File: config.mk
export PLATFORM = sky130hd
export DESIGN_NAME = alu_mul_seq
export DESIGN_NICKNAME = d
export VERILOG_FILES = /design/src/rtl/alu_mul_seq.sv
export SDC_FILE = /design/constraint.sdc
export NUM_CORES = 1
export LEC_CHECK = 0
export ABC_AREA = 1
export ABC_CLOCK_PERIOD_IN_PS = 2000
export CORE_ASPECT_RATIO = 0.6
export CORE_MARGIN = 1.5
export CORE_UTILIZATION = 40
export DETAILED_ROUTE_END_ITERATION = 10
export PLACE_DENSITY = 0.82
export SLEW_MARGIN = 40
export SYNTH_ARGS = -nofsm -noshare
export SYNTH_HDL_FRONTEND = slang
export SYNTH_SLANG_ARGS = --single-unit
File: constraint.sdc
create_clock -name clk -period 2 [get_ports clk]
set_input_delay 0.3 -clock clk [delete_from_list [all_inputs] [get_ports clk]]
set_output_delay 0.3 -clock clk [all_outputs]
set_load 0.01 [all_outputs]
File: src/rtl/alu_mul_seq.sv
// Multi-cycle unsigned shift-and-add multiplier that borrows an external ALU
// for accumulation (add) and multiplicand shifting (shift-left by one).
module alu_mul_seq #(
  parameter int DATA_W = 16
) (
  input  logic              clk,
  input  logic              rst_n,
  input  logic              start,
  input  logic [DATA_W-1:0] a_in,
  input  logic [DATA_W-1:0] b_in,
  output logic              busy,
  output logic              done,
  output logic [DATA_W-1:0] product,
  output logic              ovf,
  output logic              zero,
  output logic [DATA_W-1:0] alu_A,
  output logic [DATA_W-1:0] alu_B,
  output logic              alu_Cin,
  output logic [2:0]        alu_Op,
  output logic              alu_invA,
  output logic              alu_invB,
  output logic              alu_sign,
  input  logic [DATA_W-1:0] alu_Out,
  input  logic              alu_Ofl,
  input  logic              alu_Z
);

  localparam logic [2:0] OP_ADD = 3'b100;
  localparam logic [2:0] OP_SHL = 3'b001;
  localparam logic [3:0] LAST   = 4'(DATA_W - 1);

  typedef enum logic [1:0] {IDLE, ADD, SHL, DONE} state_t;

  state_t            state, state_nxt;
  logic [DATA_W-1:0] acc, mcand, mplier;
  logic [3:0]        count;
  logic              lost;
  logic              unused;

  assign unused   = alu_Z;
  assign alu_Cin  = 1'b0;
  assign alu_invA = 1'b0;
  assign alu_invB = 1'b0;
  assign alu_sign = 1'b0;
  assign busy     = (state == ADD) || (state == SHL);
  assign done     = (state == DONE);

  always_comb begin
    state_nxt = state;
    alu_A     = '0;
    alu_B     = '0;
    alu_Op    = OP_ADD;
    case (state)
      IDLE: if (start) state_nxt = ADD;
      ADD: begin
        alu_A     = acc;
        alu_B     = mcand;
        state_nxt = (count == LAST) ? DONE : SHL;
      end
      SHL: begin
        alu_A     = mcand;
        alu_B     = DATA_W'(1);
        alu_Op    = OP_SHL;
        state_nxt = ADD;
      end
      DONE: state_nxt = start ? ADD : IDLE;
      default: state_nxt = IDLE;
    endcase
  end

  always_ff @(posedge clk or negedge rst_n) begin
    if (!rst_n) begin
      state   <= IDLE;
      acc     <= '0;
      mcand   <= '0;
      mplier  <= '0;
      count   <= '0;
      lost    <= 1'b0;
      product <= '0;
      ovf     <= 1'b0;
      zero    <= 1'b1;
    end else begin
      state <= state_nxt;
      case (state)
        IDLE, DONE: begin
          if (start) begin
            mcand  <= a_in;
            mplier <= b_in;
            acc    <= '0;
            count  <= '0;
            lost   <= 1'b0;
            ovf    <= 1'b0;
          end
        end
        ADD: begin
          if (mplier[0]) begin
            acc <= alu_Out;
            ovf <= ovf | alu_Ofl | lost;
          end
          // Result latched on the final add so it is already valid while done is high.
          if (count == LAST) begin
            product <= mplier[0] ? alu_Out : acc;
            zero    <= mplier[0] ? (alu_Out == '0) : (acc == '0);
          end
        end
        SHL: begin
          mcand  <= alu_Out;
          lost   <= lost | mcand[DATA_W-1];
          mplier <= mplier >> 1;
          count  <= count + 4'd1;
        end
        default: ;
      endcase
    end
  end

endmodule

==> summary.md <==
| Metric | Value |
|---|---|
| Critical-path top delay cell | `dfrtp_1` |
| Initial core utilization | `0.409` |
| Root Driver | `clkbuf_16` |
| Gr ovfl total | `0` |
| Cells after synthesis | `475` |
| Skew final | `6.44 ps` |
| Largest family of logic cells by synthesized area | `simple AND/OR/NAND/NOR gates` |
| Mux cell area share after synthesis | `0` |
| EDFF count, synth | `0` |
| RR Startpoint | `state[0]` |
| Initial antenna violation count | `0` |
| Via-to-Cell Ratio | `5.20` |
| CTS Buf Count | `9` |
| WP depth | `6` |
| Share of cells above drive strength 1 | `0.160` |
| CP Launch Type | `register` |
| Complex-gate fraction of the synthesized area | `0.173` |
| Status | `finished, final reports clean` |
| Synth area leader | `dfrtp_1` |
| CP Capture Type | `output pin` |
| Syn. warnings | `0` |
| Detailed Route WL | `11400 um` |
| PortBufs | `105` |
| DP Wirelength | `8000 um` |
| Initial DRC count | `267` |
| # diodes | `0` |
| Cell Rows | `27` |
| DR DRC count | `0` |
| Vias in the first global route | `3527` |
| Post-Synth XOR/XNOR Area | `0` |
| Nets | `650` |
| WS Path Type | `reg -> out` |
| IO Pins | `112` |
| Largest fanout on the critical path | `9` |
| Routability cong. | `0.877` |
| RSZ-0062 raised after global routing | `yes` |
| Average wire per standard cell | `16.0 um` |
| Worst path required time | `1700 ps` |
| Pleak | `2.56 nW` |
| Final min period | `2000 ps` |
| Crit-path cells | `inv_2 > ha_4 > nand2_4 > buf_4 > o22ai_1 > buf_2` |
| Most common cell after layout, fill and taps aside | `nand2_1` |
| Syn Std Cell Area | `3730 um^2` |
| Vias | `3697` |
| Crit-path max cell delay | `350 ps` |
| Proportion of synthesized chip area in sequential cells | `0.490` |
| Synth top area cells | `dfrtp_1 48%, nand2_1 11%, inv_1 6.2%` |
| Final Hold Vio Count | `0` |
| Clk Latency, worst-skew pair | `340 ps` |
| Synth Area in Adders | `0.0235` |
| Worst setup path startpoint | `state[1]` |
| Die area | `9930 um^2` |
| First drt pass iteration count | `5` |
| CTS tree | `done` |
| CTS Buffer Depth | `2` |
| Core box area | `9120 um^2` |
| Synth Area in Simple Gates | `0.203` |
| Max-cap violations | `0` |
| H-tree Lvls | `3` |
| Core Util, Final | `0.583` |
| Gr usage total | `0.230` |
| Post-Syn Area per Cell | `7.85 um^2` |
| Final period utilization | `0.999` |
| # fillers | `784` |
| Power density cells | `1620 nW/um^2` |
| Slew Limit Fails | `0` |
| Top_reg_cell synth | `dfrtp_1` |
| Largest net degree at the start of global routing | `42` |
| WP buf/inv | `3` |
| Synth cell types | `25` |
| Largest delay share family, worst path | `buffers and inverters` |
| # setup viols final | `0` |
| Area Overhead vs Synth | `42.6%` |
| Async set-or-reset flop fraction in the synthesized netlist | `1.00` |
| Setup Fix Bufs, Post-CTS | `0` |
| Reg clk slew, reported paths | `50 ps` |
| Fmax | `500 MHz` |
| Die Ht | `77.8 um` |
| Top-area cell type share of the netlist area | `0.483` |
| Synthesized flop and latch total | `73` |
| WP data arrival | `1700 ps` |
| Num Clock Sinks | `73` |
| Most frequent cells in the layout | `112 x nand2_1, 72 x dfrtp_1, 68 x clkdlybuf4s50_1` |
| Global-route wire length before repair | `17700 um` |
| Maximum VDD drop | `699 uV` |
| Total negative slack | `0 ps` |
| Die X | `128 um` |
| Number of nets with antenna violations after routing | `0` |
| R2R depth | `7` |
| Worst hold path class | `in -> async` |
| WHS | `451 ps` |
## synth_stat cells, types with 2 or more instances
cell type / instances
nand2_1: 114
dfrtp_1: 72
inv_1: 62
nor2_1: 62
o21ai_0: 34
o22ai_1: 32
a31oi_1: 27
buf_2: 15
buf_4: 8
o21ai_1: 8
ha_1: 7
nand3_1: 6
o211ai_1: 5
a21oi_1: 4
clkbuf_1: 4
nand2_4: 4
buf_1: 2
nor3_1: 2
## registers in the layout, indices dropped and copies added, names as in the netlist
name,flops
count,4
mcand,16
mplier,16
state,2
ovf,1
product,16
acc,16
lost,1
zero,1
## report_power, final
group | internal [W] | leakage [nW] | switching, W
Sequential | 0.00204 | 0.874 | 0.000322
Clock | 0.00109 | 0.146 | 0.000616
Combinational | 0.00181 | 1.54 | 0.00274
## stage by stage
stage          area [um^2]  std cells  total power, W  worst slack (ps)
2_1_floorplan         3740        479         0.00491               255
3_3_place_gp          4980        692         0.00655             -26.6
3_5_place_dp          4980        692         0.00671             -79.2
4_1_cts               5270        710         0.00842             -18.2
5_1_grt               5320        711         0.00918             -24.8
6_report              5320        711         0.00862              1.14
## logic make-up (layout without fill, tap and decap cells)
| logic type | count (synthesis) | count (layout) |
|---|---|---|
| AO/OA/AOI/OAI | 111 | 111 |
| adder cells (fa/ha/maj) | 7 | 7 |
| buffers and inverters | 93 | 209 |
| flip-flops | 73 | 73 |
| other | 1 | 5 |
| AND/OR/NAND/NOR | 190 | 190 |
## worst paths after layout
kind / endpoint / slack, ps
setup / recovery: alu_A[5] / 1
hold / removal: mcand[2] / 450
setup reg to reg: product[11] / 210
hold reg to reg: product[12] / 490
max in group asynchronous: mplier[12] / 960
min in group clk: product[12] / 490
## layout make-up
| type | instances | area (um^2) | area share |
|---|---|---|---|
| Tap cell | 116 | 145 | 0.0273 |
| Sequential cell | 73 | 1830 | 0.344 |
| Multi-Input combinational cell | 313 | 1630 | 0.307 |
| Clock buffer | 11 | 233 | 0.0438 |
| Clock inverter | 5 | 80.1 | 0.0151 |
| Timing Repair Buffer | 130 | 1160 | 0.219 |
| Inverter | 63 | 236 | 0.0445 |
## routing by layer
metal	vias to the layer above	wire, um	track usage	part of all wire
met4	0	104	0.0629	0.0091
met5	-	0	0	0
met1	1762	5130	0.320	0.45
li1	1756	-	-	-
met3	13	986	0.0621	0.087
met2	166	5140	0.355	0.45
## timing repair
item / 4_1_cts / 5_1_grt
hold buffers: 1 / 0
endpoints found under the hold margin: 31 / 0
gates cloned: 1 / 1
gates resized for setup: 94 / 50
pin swaps: 0 / 0
setup endpoints to repair: 35 / 31
Power figures use the tool's default switching activity.
==> RTL change 1, RTL diff (same flow settings) <==
Encoding of `state_t`: now one-hot (4 bits for 4 states).
--- a/src/rtl/alu_mul_seq.sv
+++ b/src/rtl/alu_mul_seq.sv
@@ -31,3 +31,3 @@
 
-  typedef enum logic [1:0] {IDLE, ADD, SHL, DONE} state_t;
+  typedef enum logic [3:0] {IDLE = 4'b0001, ADD = 4'b0010, SHL = 4'b0100, DONE = 4'b1000} state_t;
 
Behaviour: same outputs for any inputs over 10 cycles, from zero or initial values and one cycle with rst_n low; not proved beyond that.
==> RTL change 1 against the original RTL <==
  * Worst setup slack improved by 64 ps
  * Sequential cell count increased by 2
  * Cell count increased by 2.3%
  * Sequential share of layout area increased by 1.9 points
  * Wire length decreased by 4.3%
  * Register-to-register slack improved by 90 ps
  * Synthesized area increased by 0.77%
  * Final area decreased by 2.5%
  * Via count increased by 0.30%
  * Critical endpoint is now alu_A[1]
  * Highest routed layer unchanged
Power is not compared: it rests on default switching activity, and its combinational part moved more than twofold at a synthesized area within 25%.
==> RTL change 1: results <==
set metrics [dict create \
    status "complete, no violations" \
    min_path_type "in -> async" \
    endpoint "alu_A[1]" \
    reg2reg_from "state[3]$_DFFE_PN0P_" \
    synthMuxAreaShare 0 \
    htree_levels 3 \
    place.gp.congestion 0.871 \
    crit_slowest_cell "dfrtp_1" \
    finalNonFillerCells 727 \
    path_delay_family "buffers and inverters" \
    cp.arrival_ps 1630 \
    io_buffers 105 \
    reg2regPathDepth 7 \
    ys_seq_area_frac 0.500 \
    crit_start "state[1]$_DFFE_PN0P_" \
    cp_slowest_stage_delay_ps 390 \
    nNetsFinal 647 \
    drtPass1Iterations 5 \
    r2r-end "mcand[8]$_DFFE_PN0P_" \
    r2r_slack_ps 300 \
    synth-compound-area-share 0.0796 \
    hpwl_um 8060 \
    synth.area.top_cells "dfrtp_1 (49%), nand2_1 (17%), nand3_1 (9.5%)" \
    overflow 0 \
    first_iter_violations 428 \
    synth-xor-area-share 0.00233 \
    clk_latency_ps 330 \
    antenna_found_initial 0 \
    grt_pass1_wl_um 18000 \
    syn_avg_cell_area_um2 7.67 \
    grt_pass1_vias 3579 \
    skew_ps 5.33 \
    grt.total_usage 0.234 \
    drt-total-wl_um 10900 \
    whs_ps 375 \
    drive_above_1_share 0.0737 \
    yosys_warnings 0 \
    synth-adder-area-share 0.00333 \
    path_clk_slew_ps 60 \
    vdd_ir_drop_max_uv 524 \
    ys_types 28 \
    cts-root-buf "clkbuf_16" \
    cts_buffers 9 \
    dp_cells 710 \
    p_leak_nw 2.52 \
    grt_max_degree 37 \
    vias_per_cell 5.10 \
    slew_headroom 0.606 \
    async_flop_share 1.00 \
    critPathMaxFanout 16 \
    synthTopCellsByCount "nand2_1 (166), dfrtp_1 (73), nand3_1 (71)" \
    num_antenna_cells 0 \
]
RTL change 1: timing repair:
action,4_1_cts,5_1_grt
gates resized for setup,37,3
gates cloned,1,0
setup endpoints to repair,35,3
hold buffers,1,0
hold endpoints to repair,13,0
RTL change 1: worst min path at each step:
stage                     cells past startpoint                       to   from
after floorplan                               0       acc[0]$_DFFE_PN0P_  rst_n
after global placement                        1    mcand[10]$_DFFE_PN0P_  rst_n
after detailed placement                      1    mcand[14]$_DFFE_PN0P_  rst_n
after CTS                                     2    mcand[14]$_DFFE_PN0P_  rst_n
after global routing                          2  product[13]$_DFFE_PN0P_  rst_n
final                                         2    mcand[14]$_DFFE_PN0P_  rst_n
RTL change 1: routing by layer:
layer | vias to the layer above | global-route usage | wire length [um]
met1 | 1753 | 0.328 | 4990
met4 | 0 | 0.0787 | 191
met2 | 167 | 0.358 | 4910
li1 | 1768 | - | -
met5 | - | 0 | 0
met3 | 20 | 0.0552 | 788
RTL change 1: per-stage QoR:
stage	cell area, um2	worst slack [ps]	power [mW]
2_1_floorplan	3770	473	3.68
3_3_place_gp	4910	167	4.32
3_5_place_dp	4910	122	4.44
4_1_cts	5180	56.5	5.88
5_1_grt	5180	2.83	6.32
6_report	5180	65.1	5.86
RTL change 1: power groups by stage:
stage	registers, mW	logic [mW]	clock network [mW]
2_1_floorplan	2.20	1.48	0
3_3_place_gp	2.28	2.03	0
3_5_place_dp	2.32	2.12	0
4_1_cts	2.30	2.09	1.49
5_1_grt	2.36	2.38	1.58
6_report	2.30	2.11	1.46
RTL change 1: cell type report:
cell class | count | area [um2]
clock buffer | 9 | 225
clock inverter | 6 | 42.5
fill | 812 | 3970
inverter | 41 | 156
multi-input combinational | 345 | 1520
sequential | 75 | 1880
tap | 130 | 163
timing repair buffer | 121 | 1200
==> RTL change 2, RTL diff (same flow settings) <==
Without the edit above. Set the parameter `DATA_W` to 24 (it was 16).
--- a/src/rtl/alu_mul_seq.sv
+++ b/src/rtl/alu_mul_seq.sv
@@ -3,3 +3,3 @@
 module alu_mul_seq #(
-  parameter int DATA_W = 16
+  parameter int DATA_W = 24
 ) (
Interface: changed (6 resized); port bits go from 112 to 160. No check against the original RTL was run, so the function may have changed too.
==> RTL change 2 against the original RTL <==
  * The run now ends with negative setup slack left
  * Final area grew 43%
  * Power up 36%
  * Die area grew 44%
  * Sequential cell count is 32 higher
  * Utilization about the same
  * Fmax shrank 0.38%
  * Synthesized area grew 46%
  * Wire length up 58%
  * Cell count up 45%
  * Worst setup slack got worse by 7.6 ps
  * Largest power group unchanged
==> RTL change 2: results <==
set metrics [dict create \
    post_cts_buffers 5 \
    synthTopCellsByCount "nand2_1 (176), inv_1 (108), dfrtp_1 (104)" \
    overflow 0 \
    synth-compound-area-share 0.180 \
    grt_pass1_vias 5102 \
    worst_slew_pin_slew_ps 577 \
    met2_usage 0.382 \
    status "finished with violations" \
    post_cts_resized 166 \
    fillCellCount 1160 \
    grt_max_degree 55 \
    min_path_type "reg -> reg" \
    met1_usage 0.362 \
    critPathMaxFanout 11 \
    io_buffers 153 \
    nNetsFinal 936 \
    synthMuxAreaShare 0 \
    place.gp.congestion 0.903 \
    skew_ps 8.82 \
    drt-total-wl_um 17900 \
    synth.area.top_cells "dfrtp_1 (48%), nand2_1 (12%), inv_1 (7.5%)" \
    cts_buffer_depth 2 \
    crit_slowest_cell "dfrtp_1" \
    hpwl_um 12700 \
    finalSetupViolCount 2 \
    drive_above_1_share 0.135 \
    vias 5424 \
    grt_pass1_wl_um 27700 \
    yosys_warnings 0 \
    dpl_worst_slack_ps -182 \
    timing.final.ws_setup_ps -6.44 \
    dp_cells 1004 \
    wl_met3_um 1850 \
    first_iter_violations 475 \
    cp_slowest_stage_delay_ps 400 \
    violations "negative setup slack" \
    grtUsageMet3 0.0635 \
    grt.total_usage 0.252 \
    p_leak_nw 3.76 \
    synth-adder-area-share 0.0115 \
    ys_types 31 \
    fin_tns_setup_ps -7.45 \
    ys_seq_area_frac 0.485 \
    wl_per_cell_um 17.4 \
    power_density_nw_per_um2 1540 \
    path_delay_family "buffers and inverters" \
    postSynthCellCount 698 \
    vdd_ir_drop_max_uv 706 \
    synth_top_area_frac 0.480 \
    dpl_cell_area_um2 7170 \
    route.met2.wl_um 7650 \
    wl_met1_um 8190 \
    path_clk_slew_ps 70 \
]
[RTL change 2: cell count changes after synthesis, moves of 12 or more]
cell / before / now
o211ai_1: 5 / 17
o21ai_0: 34 / 74
nand2_1: 114 / 176
inv_1: 62 / 108
dfrtp_1: 72 / 104
clkbuf_1: 4 / 16
nand3_1: 6 / 21
[RTL change 2: worst reg2reg max path: stages, from the launching register on]
cell and delay, ps:
dfrtp_1 400, inv_2 120, ha_4 240, nand2_4 100, buf_6 160, buf_4 130
buf_4 130, nand2_8 80, buf_12 170, o211ai_1 150, o21ai_0 130
[RTL change 2: final cells by class]
| class | count | area share |
|---|---|---|
| flip-flops and latches | 105 | 0.345 |
| repair buffers | 190 | 0.235 |
| multi-input cells | 439 | 0.296 |
| clock inverters | 6 | 0.00953 |
| well taps | 170 | 0.0279 |
| clock buffers | 10 | 0.0314 |
| inverters | 109 | 0.0541 |
[RTL change 2: where the power goes]
group | internal (mW) | total (mW) | switching, mW
Sequential | 2.92 | 3.39 | 0.471
Clock | 1.02 | 1.87 | 0.841
Combinational | 2.63 | 6.47 | 3.84
[RTL change 2: final timing paths]
kind | startpoint | end | slack, ps | cells past startpoint
min reg2reg | product[21]$_DFFE_PN0P_ | product[21]$_DFFE_PN0P_ | 490 | 2
min | product[21]$_DFFE_PN0P_ | product[21]$_DFFE_PN0P_ | 490 | 2
max reg2reg | state[1]$_DFFE_PN0P_ | mcand[2]$_DFFE_PN0P_ | 70 | 10
max | state[0]$_DFFE_PN0P_ | alu_B[4] | -6 | 7
max in group asynchronous | rst_n | acc[2]$_DFFE_PN0P_ | 800 | 3
min in group asynchronous | rst_n | mplier[18]$_DFFE_PN0P_ | 500 | 2
